## config.mk

```make
export PLATFORM = sky130hd
export DESIGN_NAME = vga_fb_scanout_80x60
export DESIGN_NICKNAME = d
export VERILOG_FILES = /design/src/rtl/vga_fb_pkg.sv /design/src/rtl/vga_fb_scanout_80x60_timing.sv /design/src/rtl/vga_fb_scanout_80x60.sv
export SDC_FILE = /design/constraint.sdc
export NUM_CORES = 1
export LEC_CHECK = 0
export ABC_AREA = 0
export CORE_UTILIZATION = 40
export DETAILED_ROUTE_END_ITERATION = 8
export PLACE_DENSITY = 0.7
export SLEW_MARGIN = 25
export SYNTH_ARGS = -nofsm -noshare
export SYNTH_HDL_FRONTEND = slang
export SYNTH_SLANG_ARGS = --single-unit
```

## constraint.sdc

```tcl
create_clock -name CLK -period 2.9 [get_ports CLK]
set_clock_uncertainty 0.1 [all_clocks]
set_input_delay 0.435 -clock CLK [delete_from_list [all_inputs] [get_ports CLK]]
set_output_delay 0.435 -clock CLK [all_outputs]
set_load 0.02 [all_outputs]
```

## src/rtl/vga_fb_pkg.sv

```systemverilog
// Shared timing constants, pixel/address types and the cell address helper
// for the 80x60 framebuffer scanout.
package vga_fb_pkg;
  localparam int H_VIS      = 640;
  localparam int H_FP       = 16;
  localparam int H_SYNC     = 96;
  localparam int H_BP       = 48;
  localparam int V_VIS      = 480;
  localparam int V_FP       = 10;
  localparam int V_SYNC     = 2;
  localparam int V_BP       = 33;
  localparam int H_TOT      = H_VIS + H_FP + H_SYNC + H_BP;
  localparam int V_TOT      = V_VIS + V_FP + V_SYNC + V_BP;
  localparam int COLS       = 80;
  localparam int ROWS       = 60;
  localparam int CELL_SHIFT = 3;

  typedef struct packed {
    logic [2:0] r;
    logic [2:0] g;
    logic [1:0] b;
  } rgb332_t;

  typedef logic [12:0] fb_addr_t;

  // row*80 as (row<<6)+(row<<4) so no multiplier is inferred
  function automatic fb_addr_t cell_addr(input logic [9:0] hc, input logic [9:0] vc);
    fb_addr_t row;
    fb_addr_t col;
    row = fb_addr_t'(vc >> CELL_SHIFT);
    col = fb_addr_t'(hc >> CELL_SHIFT);
    return (row << 6) + (row << 4) + col;
  endfunction
endpackage

```

## src/rtl/vga_fb_scanout_80x60_timing.sv

```systemverilog
// Pixel tick divider plus raster counters; sync and visible are decoded
// combinationally from the counter registers.
module vga_timing_gen #(
  parameter int HVIS  = 640,
  parameter int HFP   = 16,
  parameter int HSYNC = 96,
  parameter int HBP   = 48,
  parameter int VVIS  = 480,
  parameter int VFP   = 10,
  parameter int VSYNC = 2,
  parameter int VBP   = 33
) (
  input  logic       i_clk,
  input  logic       i_rst,
  output logic       o_pix_en,
  output logic [9:0] o_hcnt,
  output logic [9:0] o_vcnt,
  output logic       o_visible,
  output logic       o_hsync_n,
  output logic       o_vsync_n
);
  localparam logic [9:0] H_LAST = 10'(HVIS + HFP + HSYNC + HBP - 1);
  localparam logic [9:0] V_LAST = 10'(VVIS + VFP + VSYNC + VBP - 1);
  localparam logic [9:0] HS_BEG = 10'(HVIS + HFP);
  localparam logic [9:0] HS_END = 10'(HVIS + HFP + HSYNC - 1);
  localparam logic [9:0] VS_BEG = 10'(VVIS + VFP);
  localparam logic [9:0] VS_END = 10'(VVIS + VFP + VSYNC - 1);

  logic       r_pix_en;
  logic [9:0] r_hcnt;
  logic [9:0] r_vcnt;

  always_ff @(posedge i_clk) begin
    if (i_rst) begin
      r_pix_en <= 1'b0;
      r_hcnt   <= '0;
      r_vcnt   <= '0;
    end else begin
      r_pix_en <= ~r_pix_en;
      if (r_pix_en) begin
        if (r_hcnt == H_LAST) begin
          r_hcnt <= '0;
          r_vcnt <= (r_vcnt == V_LAST) ? '0 : r_vcnt + 10'd1;
        end else begin
          r_hcnt <= r_hcnt + 10'd1;
        end
      end
    end
  end

  assign o_pix_en  = r_pix_en;
  assign o_hcnt    = r_hcnt;
  assign o_vcnt    = r_vcnt;
  assign o_visible = (r_hcnt < 10'(HVIS)) && (r_vcnt < 10'(VVIS));
  assign o_hsync_n = ~((r_hcnt >= HS_BEG) && (r_hcnt <= HS_END));
  assign o_vsync_n = ~((r_vcnt >= VS_BEG) && (r_vcnt <= VS_END));
endmodule

```

## src/rtl/vga_fb_scanout_80x60.sv

```systemverilog
// Framebuffer scanout top: cell address generation and the output register
// stage that lines RGB up with the registered syncs.
module vga_fb_scanout_80x60 #(
  parameter int HVIS  = vga_fb_pkg::H_VIS,
  parameter int HFP   = vga_fb_pkg::H_FP,
  parameter int HSYNC = vga_fb_pkg::H_SYNC,
  parameter int HBP   = vga_fb_pkg::H_BP,
  parameter int VVIS  = vga_fb_pkg::V_VIS,
  parameter int VFP   = vga_fb_pkg::V_FP,
  parameter int VSYNC = vga_fb_pkg::V_SYNC,
  parameter int VBP   = vga_fb_pkg::V_BP
) (
  input  logic        CLK,
  input  logic        RST,
  output logic [12:0] FB_RA,
  input  logic [7:0]  FB_RD,
  output logic [2:0]  ROUT,
  output logic [2:0]  GOUT,
  output logic [1:0]  BOUT,
  output logic        HS,
  output logic        VS,
  output logic        FRAME_START
);
  import vga_fb_pkg::*;

  logic       w_pix_en;
  logic [9:0] w_hcnt;
  logic [9:0] w_vcnt;
  logic       w_visible;
  logic       w_hsync_n;
  logic       w_vsync_n;

  vga_timing_gen #(
    .HVIS(HVIS), .HFP(HFP), .HSYNC(HSYNC), .HBP(HBP),
    .VVIS(VVIS), .VFP(VFP), .VSYNC(VSYNC), .VBP(VBP)
  ) u_timing (
    .i_clk     (CLK),
    .i_rst     (RST),
    .o_pix_en  (w_pix_en),
    .o_hcnt    (w_hcnt),
    .o_vcnt    (w_vcnt),
    .o_visible (w_visible),
    .o_hsync_n (w_hsync_n),
    .o_vsync_n (w_vsync_n)
  );

  fb_addr_t w_ra;
  assign w_ra  = w_visible ? cell_addr(w_hcnt, w_vcnt) : '0;
  assign FB_RA = w_ra;

  rgb332_t r_rgb;
  logic    r_hs;
  logic    r_vs;
  logic    r_fs;

  // FB_RD here answers the address the counters have held since the last
  // tick, so registering against the same counters keeps RGB and syncs aligned
  always_ff @(posedge CLK) begin
    if (RST) begin
      r_rgb <= '0;
      r_hs  <= 1'b1;
      r_vs  <= 1'b1;
      r_fs  <= 1'b0;
    end else begin
      r_fs <= w_pix_en && (w_hcnt == 10'd0) && (w_vcnt == 10'd0);
      if (w_pix_en) begin
        r_rgb <= w_visible ? rgb332_t'(FB_RD) : '0;
        r_hs  <= w_hsync_n;
        r_vs  <= w_vsync_n;
      end
    end
  end

  assign ROUT        = r_rgb.r;
  assign GOUT        = r_rgb.g;
  assign BOUT        = r_rgb.b;
  assign HS          = r_hs;
  assign VS          = r_vs;
  assign FRAME_START = r_fs;
endmodule
```

==> results of run 1 <==
==> metal layers <==
layer | track usage (%) | vias to the layer above | routed length, um
met5 | 0 | - | 0
met4 | 6.318 | 0 | 64
met3 | 4.028 | 8 | 185
met2 | 29.04 | 40 | 2059
met1 | 25.67 | 866 | 2282
li1 | - | 949 | -
==> sequential cells by signal, summed over array words and instances, names as in the netlist <==
register and count:
u_timing.o_hcnt 10, u_timing.o_vcnt 10, GOUT 3, ROUT 3
BOUT 2, FRAME_START 1, HS 1, VS 1
u_timing.o_pix_en 1
==> worst paths after layout <==
path                 startpoint                 end  slack (ns)  depth (start not counted)
max          u_timing.o_hcnt[9]           FB_RA[11]       -0.06                          9
min                     GOUT[0]             GOUT[0]        0.37                          2
max reg2reg  u_timing.o_hcnt[7]  u_timing.o_vcnt[8]        0.35                          5
min reg2reg             GOUT[0]             GOUT[0]        0.37                          2
==> Yosys cell counts (2+ instances only) <==
library cell / n
dfxtp_1: 32
nor2_1: 28
nand3_1: 18
ha_1: 17
a21oi_1: 16
inv_1: 13
xnor2_1: 12
nand2b_1: 10
clkbuf_1: 9
nand2_1: 8
nor3_1: 8
o21ai_0: 8
nand4_1: 7
and2_1: 6
nor4_1: 6
or3_1: 4
or4_1: 4
a211oi_1: 3
o21a_1: 3
xor2_1: 3
a21o_1: 2
buf_2: 2
fa_1: 2
mux2i_1: 2
nor4b_1: 2
==> final cells by class <==
cell class | instances | area (um2) | area share (%)
Multi-Input combinational cell | 182 | 1262 | 47.89
Sequential cell | 32 | 644.4 | 24.44
Timing Repair Buffer | 56 | 509.2 | 19.32
Tap cell | 67 | 83.83 | 3.180
Clock buffer | 5 | 68.82 | 2.610
Inverter | 13 | 48.80 | 1.851
Clock inverter | 3 | 18.77 | 0.7119
==> stage by stage <==
step / TNS [ns] / setup slack [ns] / util [%] / power (W) / instances
2_1_floorplan: 0 / 0.0008966 / - / 0.0005117 / 240
3_3_place_gp: -0.9154 / -0.2591 / 52.61 / 0.0005446 / 349
3_5_place_dp: -1.134 / -0.3236 / 52.61 / 0.0005462 / 349
4_1_cts: -0.09440 / -0.05488 / 55.10 / 0.0008885 / 358
5_1_grt: -0.3527 / -0.1498 / 55.81 / 0.0009145 / 358
6_report: -0.05737 / -0.05737 / 55.81 / 0.0008794 / 358
==> report_power, final <==
group          total [W]  internal (W)  switching (W)
combinational  0.0000801     0.0000400      0.0000401
clock           0.000342      0.000167       0.000175
sequential      0.000458      0.000450     0.00000747
==> critical path, delay by kind of cell (launching register included) <==
family	cells	cell delay [ns]
flip-flops	1	0.33
adder cells (fa/ha/maj)	2	0.70
AO/OA/AOI/OAI	2	0.27
AND/OR/NAND/NOR	2	0.57
buffers and inverters	3	0.25
==> timing repair <==
item	4_1_cts	5_1_grt
endpoints found under the setup margin	12	11
pin swaps	7	8
setup buffers	1	0
gates resized for setup	34	15
==> cell usage in the layout (no fill, tap or decap), types with 2 or more instances in the layout <==
cell type	synthesis	layout
a21oi_1	16	15
dfxtp_2	0	3
clkbuf_8	0	5
nand4_1	7	7
xor2_1	3	3
clkdlybuf4s50_1	0	26
nand2b_1	10	10
nor4b_1	2	2
o21ai_1	0	2
or3_1	4	4
nand2_1	8	8
clkinv_2	0	2
inv_1	13	11
or4_1	4	4
xnor2_1	12	12
inv_2	0	2
nor3_1	8	7
buf_6	0	6
mux2i_1	2	2
ha_1	17	16
a21o_1	2	2
buf_4	1	21
o21ai_0	8	5
nor2_1	28	27
o21a_1	3	3
a211oi_1	3	2
nor4_1	6	6
nand3_1	18	18
and2_1	6	6
dfxtp_1	32	29
==> kinds of logic (layout without fill, tap and decap cells) <==
| kind of cell | Yosys count | after routing | synth area share [%] |
|---|---|---|---|
| AND/OR/NAND/NOR | 107 | 107 | 29.06 |
| AO/OA/AOI/OAI | 39 | 39 | 12.26 |
| flip-flops | 32 | 32 | 32.69 |
| buffers and inverters | 26 | 77 | 5.364 |
| adder cells (fa/ha/maj) | 19 | 19 | 12.90 |
| XOR/XNOR | 15 | 15 | 6.705 |
| multiplexers | 2 | 2 | 1.022 |
==> qor.yml, run 1 <==
outcome:
  status: "complete, but fails checks"
  violations: "setup timing"
synth:
  postSynth.asyncResetShare_pct: 0
  syn-instance-count: 240
  ys_seq_elements: 32
  ys_seq_area_share_pct: 32.69
  yosysWarningCount: 0
  synth_area_um2: 1959
  syn-num-nets: 269
  synth_edf_count: 0
  synth.avg_cell_area_um2: 8.164
  synth.area.top_cells: "dfxtp_1, ha_1, nor2_1"
  synth_flop_cell: "dfxtp_1"
  yosysTopAreaCellShare_pct: 32.69
  yosysUniqueCellTypes: 40
  yosysTopAreaCell: "dfxtp_1"
cts:
  h-tree-depth: 2
  cts_root_buf: "clkbuf_8"
  cts.sinks: 32
  path_clk_slew_ns: 0.07
  clock_path_buffers: 2
  cts_made_buffers: 5
  cts_tree: "built"
  clkLatencyLatePin_ns: 0.29
  holdBufCountCts: 0
worst_setup_path:
  worst_ep_required_time_ns: 2.37
  critical_path_class: "register to output port"
  cp_cell_sequence: "inv_2, fa_1, inv_2, fa_2, a211oi_1, o21a_1, or4_1, nand2_1, buf_6"
  slowest_stage: "fa_1"
  worstPathArrival_ns: 2.42
  crit_path_start_kind: "register"
  endpoint_kind: "output port"
  cp_max_fo: 3
  max_stage_delay_ns: 0.47
  cpMostUsedCell: "inv_2"
timing:
  whs_ns: 0.3685
  hold_viol: 0
  slew-limit-headroom_pct: 60.92
  slew_violations: 0
  setup_violations: 1
  max_freq_mhz: 338.1
  tightestPinTransition_ns: 0.5809
  fin_crit_sh_pct: 102.0
  finalCriticalPeriod_ns: 2.957
  rsz0062_at_grt: "true"
  setup_ws_ns: -0.05737
global_routing:
  grt_max_degree: 27
  grt_pass1_wl_um: 7617
  grt_usage_pct: 18.66
  antenna_found_initial: 0
  grt-ovfl-total: 0
  grt_pass1_vias: 1690
detailed_routing:
  drt_iter0_drc: 121
  first_pass_iters: 4
  wl_um: 4592
  detail-route-antenna-nets: 0
  vias: 1863
  viasPerCell: 5.204
  drc: 0
  routedWlPerCell_um: 12.83
floorplan:
  core-area_um2: 4723
  die_area_um2: 5183
  rows: 25
  die_h_um: 71.99
  die_w_um: 71.99
  initial_core_util_pct: 41.48
  io_pins: 34
power_and_ir_drop:
  power_density_nw_per_um2: 333.6
  power.leakage_nw: 1.052
  ir_worst_vdd_mv: 0.2836
flow_run:
  maxCapViolCount: 0
place:
  gp_congestion: 0.8834
  hpwlAfterDp_um: 3383
  port_buffers: 33
  place_area_um2: 2485
min_path:
  hold_class: "register to register"
cells_and_area:
  final_area_um2: 2636
  num-fill-cells: 446
  syn_to_final_growth_pct: 34.55
  nets: 319
  diodes: 0
  drive_gt1_share_pct: 17.18
Note: power is estimated with default switching activity, not from simulation.
==> inputs of run 2 (changes only) <==
--- a/config.mk
+++ b/config.mk
@@ -8,6 +8,7 @@
 export ABC_AREA = 0
 export CORE_UTILIZATION = 40
 export DETAILED_ROUTE_END_ITERATION = 8
+export GPL_TIMING_DRIVEN = 0
 export PLACE_DENSITY = 0.7
 export SLEW_MARGIN = 25
 export SYNTH_ARGS = -nofsm -noshare
==> qor.yml, run 2 (synthesized netlist as in run 1, its figures left out) <==
outcome:
  status: "complete, but fails checks"
  violations: "setup timing"
cts:
  holdBufCountCts: 0
  clkLatencyLatePin_ns: 0.28
  clock_path_buffers: 2
  cts.sinks: 32
  cts_root_buf: "clkbuf_8"
  cts_tree: "built"
  h-tree-depth: 2
  cts_made_buffers: 5
  path_clk_slew_ns: 0.07
detailed_routing:
  wl_um: 4566
  detail-route-antenna-nets: 0
  drc: 0
  routedWlPerCell_um: 12.86
  drt_iter0_drc: 131
  first_pass_iters: 4
  vias: 1847
  viasPerCell: 5.203
timing:
  rsz0062_at_grt: "true"
  finalCriticalPeriod_ns: 3.040
  max_freq_mhz: 329.0
  hold_viol: 0
  whs_ns: 0.3626
  tightestPinTransition_ns: 0.6396
  slew-limit-headroom_pct: 56.97
  fin_crit_sh_pct: 104.8
  setup_ws_ns: -0.1396
  slew_violations: 0
  setup_violations: 4
cells_and_area:
  nets: 316
  num-fill-cells: 431
  syn_to_final_growth_pct: 33.91
  drive_gt1_share_pct: 16.32
  final_area_um2: 2624
  utilization_pct: 55.55
  seqCellArea_um2: 646.9
  diodes: 0
  layout_common_cells: "dfxtp_1, nor2_1, clkdlybuf4s50_1, nand3_1"
  multi_input_area_um2: 1276
place:
  gp_congestion: 0.8615
  place_ws_ns: -0.8453
  place_area_um2: 2366
  hpwlAfterDp_um: 3245
  port_buffers: 32
floorplan:
  rows: 25
  die_h_um: 71.99
  initial_core_util_pct: 41.48
  die_w_um: 71.99
  core-area_um2: 4723
  die_area_um2: 5183
  io_pins: 34
flow_run:
  maxCapViolCount: 0
worst_setup_path:
  critical_path_class: "register to output port"
  crit_path_start_kind: "register"
  worstPathArrival_ns: 2.50
  endpoint_kind: "output port"
  worst_ep_required_time_ns: 2.37
  cp_max_fo: 3
global_routing:
  grt_pass1_wl_um: 7728
  grt_pass1_vias: 1694
  grt_max_degree: 12
  grt-ovfl-total: 0
  antenna_found_initial: 0
  grt_usage_pct: 18.76
power_and_ir_drop:
  power_density_nw_per_um2: 365.8
  ir_worst_vdd_mv: 0.3269
  power.leakage_nw: 1.009
min_path:
  hold_class: "input port to register"
run 2: cell count changes in the layout (fill, tap and decap cells not counted), sizes merged:
cell,before,now
buf,28,18
bufinv,0,1
clkbuf,5,14
clkdlybuf4s15,1,0
clkdlybuf4s50,26,25
clkinv,3,1
clkinvlp,0,1
run 2: per-stage QoR:
stage                     std cells  total power, W  setup TNS, ns
final                           355       0.0009597        -0.2703
after global routing            355        0.001002        -0.5761
after CTS                       353       0.0009718        -0.4536
after detailed placement        339       0.0005470         -6.423
after global placement          339       0.0005465         -6.471
after floorplan                 240       0.0005117              0
run 2: critical path, stage by stage (launching register included):
cell and delay [ns]:
dfxtp_2 0.35, buf_8 0.11, inv_4 0.03, fa_1 0.49
inv_2 0.10, fa_2 0.23, a211oi_2 0.08, o21a_1 0.18
or4_1 0.47, nand2_1 0.09, buf_6 0.11
run 2: area by class of cell:
class	count	area share, %
Buffer	13	3.052
Clock buffer	5	2.623
Clock inverter	3	1.621
Inverter	13	1.955
Multi-Input combinational cell	182	48.64
Sequential cell	32	24.65
Tap cell	67	3.195
Timing Repair Buffer	40	14.26
run 2: where the power goes:
group | total, W | switching [W] | internal (W)
Clock | 0.000423 | 0.000169 | 0.000254
Combinational | 0.0000800 | 0.0000397 | 0.0000403
Sequential | 0.000457 | 0.00000670 | 0.000450
run 2: path summary, 6_finish.rpt:
kind | cells past startpoint | slack, ns | from | to
max reg2reg | 6 | 0.44 | u_timing.o_hcnt[6] | u_timing.o_vcnt[8]
min | 2 | 0.36 | RST | u_timing.o_vcnt[8]
max | 10 | -0.14 | u_timing.o_vcnt[3] | FB_RA[11]
min reg2reg | 2 | 0.37 | GOUT[1] | GOUT[1]
run 2: per-layer routing:
metal  vias up  track usage (%)  wire length [um]
met4         0            2.614                21
met1       864            26.37              2222
met3         2            4.583               159
met2        43            29.87              2163
li1        938                -                 -
met5         -                0                 0
run 2: what timing repair did:
action | in CTS | in global routing
endpoints found under the setup margin | 12 | 7
buffers inserted | 6 | 2
endpoints found under the hold margin | 0 | 0
pin swaps | 10 | 4
resized for setup | 52 | 11
